**config.mk**
```make
export PLATFORM = sky130hd
export DESIGN_NAME = quadrature_emitter_flat
export DESIGN_NICKNAME = d
export VERILOG_FILES = /design/src/rtl/quadrature_emitter_pkg.sv /design/src/rtl/quadrature_emitter_if.sv /design/src/rtl/quadrature_emitter_step_timer.sv /design/src/rtl/quadrature_emitter.sv /design/src/flat_wrapper.sv
export SDC_FILE = /design/constraint.sdc
export NUM_CORES = 1
export LEC_CHECK = 0
export ABC_AREA = 1
export BUFFER_PORTS_ARGS = -buffer_cell sky130_fd_sc_hd__buf_4
export CORE_MARGIN = 1
export CORE_UTILIZATION = 59
export DETAILED_ROUTE_END_ITERATION = 12
export PLACE_DENSITY_LB_ADDON = 0.2
export SYNTH_ARGS = -nofsm -noshare
export SYNTH_HDL_FRONTEND = slang
export SYNTH_SLANG_ARGS = --single-unit
```
**constraint.sdc**
```tcl
create_clock -name clk -period 1.95 [get_ports clk]
set_input_delay 0.2925 -clock clk [delete_from_list [all_inputs] [get_ports clk]]
set_output_delay 0.2925 -clock clk [all_outputs]
set_load 0.02 [all_outputs]
```
**src/rtl/quadrature_emitter_pkg.sv**
```systemverilog
// Shared types for the quadrature emitter and its matching encoder counter:
// FSM states, the four {A,B} phase encodings and phase stepping helpers.
package quad_pkg;

  typedef enum logic {
    IDLE = 1'b0,
    RUN  = 1'b1
  } state_t;

  // Phase values are the literal {A,B} pattern driven onto the pins.
  typedef enum logic [1:0] {
    PH_00 = 2'b00,
    PH_10 = 2'b10,
    PH_11 = 2'b11,
    PH_01 = 2'b01
  } phase_t;

  // Forward order is 00 -> 10 -> 11 -> 01 -> 00.
  function automatic phase_t next_phase(input phase_t p);
    case (p)
      PH_00:   return PH_10;
      PH_10:   return PH_11;
      PH_11:   return PH_01;
      default: return PH_00;
    endcase
  endfunction

  // Reverse order is the exact inverse of next_phase.
  function automatic phase_t prev_phase(input phase_t p);
    case (p)
      PH_00:   return PH_01;
      PH_01:   return PH_11;
      PH_11:   return PH_10;
      default: return PH_00;
    endcase
  endfunction

endpackage

```
**src/rtl/quadrature_emitter_if.sv**
```systemverilog
// Command handshake between a motion controller and the quadrature emitter.
interface quadrature_emitter_if #(
  parameter int STEP_W = 8,
  parameter int PER_W  = 16
);
  logic              cmd_valid;
  logic              cmd_ready;
  logic [STEP_W-1:0] cmd_steps;
  logic [PER_W-1:0]  cmd_period;
  logic              abort;

  modport master (
    output cmd_valid, cmd_steps, cmd_period, abort,
    input  cmd_ready
  );

  modport slave (
    input  cmd_valid, cmd_steps, cmd_period, abort,
    output cmd_ready
  );
endinterface

```
**src/rtl/quadrature_emitter_step_timer.sv**
```systemverilog
// Reloadable down-counter that paces quadrature edges. It ticks while
// running whenever the count sits at 1, then reloads the stored period so
// successive ticks are exactly one period apart.
module step_timer #(
  parameter int PER_W = 16
) (
  input  logic             clk,
  input  logic             rst_n,
  input  logic             load,
  input  logic             run,
  input  logic [PER_W-1:0] period,
  output logic             tick
);

  logic [PER_W-1:0] count_q;
  logic [PER_W-1:0] per_q;

  assign tick = run && (count_q == PER_W'(1));

  // Load on command acceptance, otherwise count down and reload on each tick.
  always_ff @(posedge clk or negedge rst_n) begin
    if (!rst_n) begin
      count_q <= '0;
      per_q   <= '0;
    end else if (load) begin
      count_q <= period;
      per_q   <= period;
    end else if (run) begin
      if (count_q == PER_W'(1)) count_q <= per_q;
      else                      count_q <= count_q - PER_W'(1);
    end
  end

endmodule

```
**src/rtl/quadrature_emitter.sv**
```systemverilog
// Quadrature emitter: turns a signed step command into a paced A/B
// quadrature sequence and mirrors the count a matching decoder would report.
module quadrature_emitter
  import quad_pkg::*;
#(
  parameter int CNT_W  = 5,
  parameter int STEP_W = 8,
  parameter int PER_W  = 16
) (
  input  logic                 clk,
  input  logic                 rst_n,
  quadrature_emitter_if.slave  cmd,
  output logic                 a,
  output logic                 b,
  output logic                 busy,
  output logic                 done,
  output logic [CNT_W-1:0]     position
);

  state_t            state_q, state_d;
  phase_t            phase_q;
  logic              ready_q;
  logic              done_q, done_d;
  logic              zero_pend_q;
  logic              dir_q;
  logic [STEP_W-1:0] remaining_q;
  logic [STEP_W-1:0] steps_abs;
  logic [PER_W-1:0]  per_eff;
  logic [CNT_W-1:0]  pos_q;
  logic              accept;
  logic              tick;
  logic              edge_fire;

  // ready_q keeps cmd_ready low until the first clock after reset releases.
  assign cmd.cmd_ready = ready_q && (state_q == IDLE);
  assign accept        = cmd.cmd_valid && cmd.cmd_ready;

  // Magnitude fits in STEP_W unsigned bits, including the most negative value.
  assign steps_abs = cmd.cmd_steps[STEP_W-1] ? (~cmd.cmd_steps + STEP_W'(1))
                                             : cmd.cmd_steps;
  assign per_eff   = (cmd.cmd_period == '0) ? PER_W'(1) : cmd.cmd_period;

  // Abort beats a due edge; once remaining hits zero no further edges fire.
  assign edge_fire = (state_q == RUN) && tick && !cmd.abort && (remaining_q != '0);

  assign a        = phase_q[1];
  assign b        = phase_q[0];
  assign busy     = (state_q == RUN);
  assign done     = done_q;
  assign position = pos_q;

  step_timer #(.PER_W(PER_W)) u_timer (
    .clk    (clk),
    .rst_n  (rst_n),
    .load   (accept),
    .run    (state_q == RUN),
    .period (per_eff),
    .tick   (tick)
  );

  // Next-state and done decode; a zero-step command finishes from IDLE.
  always_comb begin
    state_d = state_q;
    done_d  = 1'b0;
    unique case (state_q)
      IDLE: begin
        done_d = zero_pend_q;
        if (accept && (steps_abs != '0)) state_d = RUN;
      end
      RUN: begin
        if (cmd.abort || (remaining_q == '0)) begin
          state_d = IDLE;
          done_d  = 1'b1;
        end
      end
    endcase
  end

  // State, done pulse and post-reset ready flag.
  always_ff @(posedge clk or negedge rst_n) begin
    if (!rst_n) begin
      state_q <= IDLE;
      done_q  <= 1'b0;
      ready_q <= 1'b0;
    end else begin
      state_q <= state_d;
      done_q  <= done_d;
      ready_q <= 1'b1;
    end
  end

  // Capture the command on acceptance and count down emitted steps.
  always_ff @(posedge clk or negedge rst_n) begin
    if (!rst_n) begin
      remaining_q <= '0;
      dir_q       <= 1'b0;
      zero_pend_q <= 1'b0;
    end else begin
      zero_pend_q <= accept && (steps_abs == '0);
      if (accept) begin
        remaining_q <= steps_abs;
        dir_q       <= cmd.cmd_steps[STEP_W-1];
      end else if (edge_fire) begin
        remaining_q <= remaining_q - STEP_W'(1);
      end
    end
  end

  // Advance phase and position together so they never disagree.
  always_ff @(posedge clk or negedge rst_n) begin
    if (!rst_n) begin
      phase_q <= PH_00;
      pos_q   <= '0;
    end else if (edge_fire) begin
      if (dir_q) begin
        phase_q <= prev_phase(phase_q);
        pos_q   <= pos_q - CNT_W'(1);
      end else begin
        phase_q <= next_phase(phase_q);
        pos_q   <= pos_q + CNT_W'(1);
      end
    end
  end

endmodule

```
**src/flat_wrapper.sv**
```systemverilog
// flat-port wrapper written by rule: the top's interface ports become plain ports
module quadrature_emitter_flat import quad_pkg::*;
#(
  parameter int CNT_W  = 5,
  parameter int STEP_W = 8,
  parameter int PER_W  = 16
)
  (clk, rst_n, a, b, busy, done, position, cmd_cmd_valid, cmd_cmd_steps, cmd_cmd_period, cmd_abort, cmd_cmd_ready);
  quadrature_emitter_if #(.STEP_W(STEP_W), .PER_W(PER_W)) cmd_i ();
  input  logic clk;
  input  logic rst_n;
  output logic a;
  output logic b;
  output logic busy;
  output logic done;
  output logic [CNT_W-1:0] position;
  input wire logic [$bits(cmd_i.cmd_valid)-1:0] cmd_cmd_valid;
  input wire logic [$bits(cmd_i.cmd_steps)-1:0] cmd_cmd_steps;
  input wire logic [$bits(cmd_i.cmd_period)-1:0] cmd_cmd_period;
  input wire logic [$bits(cmd_i.abort)-1:0] cmd_abort;
  output wire logic [$bits(cmd_i.cmd_ready)-1:0] cmd_cmd_ready;
  assign cmd_i.cmd_valid = cmd_cmd_valid;
  assign cmd_i.cmd_steps = cmd_cmd_steps;
  assign cmd_i.cmd_period = cmd_cmd_period;
  assign cmd_i.abort = cmd_abort;
  assign cmd_cmd_ready = cmd_i.cmd_ready;
  quadrature_emitter #(.CNT_W(CNT_W), .STEP_W(STEP_W), .PER_W(PER_W)) u_core (.clk(clk), .rst_n(rst_n), .cmd(cmd_i), .a(a), .b(b), .busy(busy), .done(done), .position(position));
endmodule
```
==> flow_summary.yaml <==
outcome:
  run_status: "complete, but fails checks"
  violations: "negative hold slack"
placement:
  dp_hpwl_um: 5640
  gp_congestion: 0.956
  dp_slack_ns: 0.215
  port_buffers: 37
routing:
  first_iter_violations: 202
  drc: 0
  wl_um: 7650
  ant_nets: 0
  dr.pass1.iters: 5
  wire_per_inst_um: 12.6
  vias: 3273
  vias_per_cell: 5.39
cts:
  cts_buffers: 5
  post_cts_buffers: 0
  cts_root_buffer: "clkbuf_8"
  clock_latency_ns: 0.31
  clock_path_buffers: 2
  tritoncts: "yes"
  cts.htree.levels: 2
  cts.sinks: 52
  cts_resized: 0
  holdBufCountCts: 0
  path_clk_slew_ns: 0.10
sta:
  tns_ns: 0
  layout_min_cycle_time_ns: 1.76
  rsz0062_at_grt: "false"
  fin_skew_ns: 0.00462
  max_freq_mhz: 567
  hold-worst-slack_ns: -0.00946
  tightest_slew_ns: 0.665
  postLayoutSetupSlackWorst_ns: 0.186
  timing.final.crit_share: 0.905
  slew_headroom: 0.557
  report.final.slew_viol_count: 0
  hold_violations: 4
  setup_viol: 0
global_routing:
  antenna_found_initial: 0
  grt_max_degree: 53
  grt_usage: 0.267
  grt_pass1_vias: 3016
  grt_overflow_total: 0
  grt_pass1_wl_um: 13100
yosys:
  synth_top_area_share: 0.379
  ys_ff_latch: 52
  yosysSeqAreaShare: 0.379
  yosysUniqueCellTypes: 32
  synth_area_leaders: "dfrtp_1 38%, nand2_1 16%, nand3_1 8.3%"
  synthesis.nets: 536
  netlist_instances: 500
  syn-cell-area_um2: 3440
  yosys_warnings: 0
  syn_area_per_cell_um2: 6.87
  yosysTopAreaCell: "dfrtp_1"
power:
  power_density_nw_per_um2: 1030
  p_leak_nw: 2.09
  ir_drop_v: 0.000570
setup_path:
  critPathKind: "flop to flop"
  endpoint_kind: "flop"
  arrival_ns: 1.97
  worst_setup_path_start_kind: "flop"
  crit_path_max_fanout: 17
  required_ns: 2.15
floorplan:
  initial_core_util: 0.616
  die-area_um2: 6130
  die_w_um: 78.3
  die_h_um: 78.3
  core_area_um2: 5570
  rows: 27
  pin_count: 38
final_layout:
  fin_nets: 570
  area_growth_pct: 12.3
  drive_gt1_frac: 0.120
  fillers: 500
  diodes: 0
  layout_common_cells: "150 x nand2_1, 65 x inv_1, 57 x nand3_1"
  final_common_cell: "nand2_1"
  multi_input_area_um2: 1790
  seq_area_um2: 1300
run:
  cap_violations: 0
min_path:
  hp-class: "input port to async pin"
power by group:
part           internal, mW  total [mW]  leakage [nW]  switching [mW]
combinational         0.648        1.62          1.42           0.972
clock                 0.288       0.673        0.0434           0.385
sequential             1.40        1.68         0.629           0.280
total                  2.34        3.97          2.09            1.64
flip-flops by register name (all words and copies together) (netlist names), 2 cells and up:
name and cells:
u_core.position 5, u_core.remaining_q 8, u_core.phase_q 2, u_core.u_timer.count_q 16, u_core.u_timer.per_q 16
synthesized netlist by cell type:
| master | count |
|---|---|
| o21a_1 | 2 |
| a2bb2oi_1 | 1 |
| dfrtp_1 | 52 |
| inv_1 | 65 |
| buf_2 | 6 |
| nand2_1 | 150 |
| nand2_2 | 1 |
| buf_6 | 2 |
| o21ai_2 | 1 |
| a21boi_1 | 10 |
| conb_1 | 1 |
| a21oi_1 | 22 |
| ha_1 | 7 |
| nor2_2 | 2 |
| a21boi_0 | 1 |
| o21ai_0 | 32 |
| fa_1 | 1 |
| nor2_4 | 2 |
| nand3_1 | 57 |
| clkbuf_1 | 3 |
| o21bai_1 | 1 |
| buf_4 | 3 |
| xnor2_1 | 4 |
| nand2_4 | 5 |
| o211ai_1 | 1 |
| inv_2 | 3 |
| nand4_1 | 5 |
| nor2_1 | 48 |
| or2_2 | 1 |
| nor3_1 | 1 |
| or2_0 | 4 |
| xor2_1 | 6 |
through the flow:
step | cells | power [mW] | area (um2) | util
2_1_floorplan | 500 | 2.88 | 3440 | -
3_3_place_gp | 599 | 3.20 | 3760 | 0.675
3_5_place_dp | 599 | 3.29 | 3760 | 0.675
4_1_cts | 607 | 3.96 | 3860 | 0.692
5_1_grt | 607 | 4.28 | 3860 | 0.692
6_report | 607 | 3.97 | 3860 | 0.692
worst paths after layout:
path | start | to | slack (ns) | cells past startpoint
worst max register to register | u_core.busy | u_core.u_timer.count_q[12] | 0.19 | 7
worst min-delay path | rst_n | u_core.position[1] | -0.009 | 1
worst min register to register | u_core.u_timer.per_q[5] | u_core.u_timer.per_q[5] | 0.49 | 2
min in group clk | cmd_cmd_period[2] | u_core.u_timer.count_q[2] | 0.22 | 3
worst max-delay path | u_core.busy | u_core.u_timer.count_q[12] | 0.19 | 7
max in group asynchronous | rst_n | u_core.u_timer.count_q[14] | 1.50 | 1
worst max-delay path, cell delays in order, from the launching register on:
cell and delay [ns]:
dfrtp_1 0.50, nor2_2 0.10, nand2_4 0.18, inv_2 0.08, nor2_4 0.33, buf_4 0.27, nand2_1 0.07, a21boi_1 0.13
layer usage:
metal | track usage | vias to the layer above | part of all wire
met2 | 0.449 | 95 | 0.46
met3 | 0.0442 | 7 | 0.058
li1 | - | 1639 | -
met5 | 0 | - | 0
met1 | 0.356 | 1532 | 0.47
met4 | 0.0741 | 0 | 0.0088
final cells by class:
| class | count | share of cell area |
|---|---|---|
| inverters | 68 | 0.0662 |
| repair buffers | 41 | 0.0830 |
| multi-input cells | 366 | 0.465 |
| well taps | 72 | 0.0234 |
| clock buffers | 6 | 0.0214 |
| flip-flops and latches | 52 | 0.337 |
| clock inverters | 2 | 0.00389 |
logic make-up (layout without fill, tap and decap cells):
family,after synthesis,count (layout),synth area share
and+or+nand+nor,276,276,0.347
AOI/OAI and AO/OA,71,71,0.117
other,1,1,0.00109
xor gates and xnor gates,10,10,0.0255
adders and majority gates,8,8,0.0313
buffers and inverters,82,117,0.0994
DFF,52,52,0.379
Note: power is estimated with default switching activity, not from simulation.
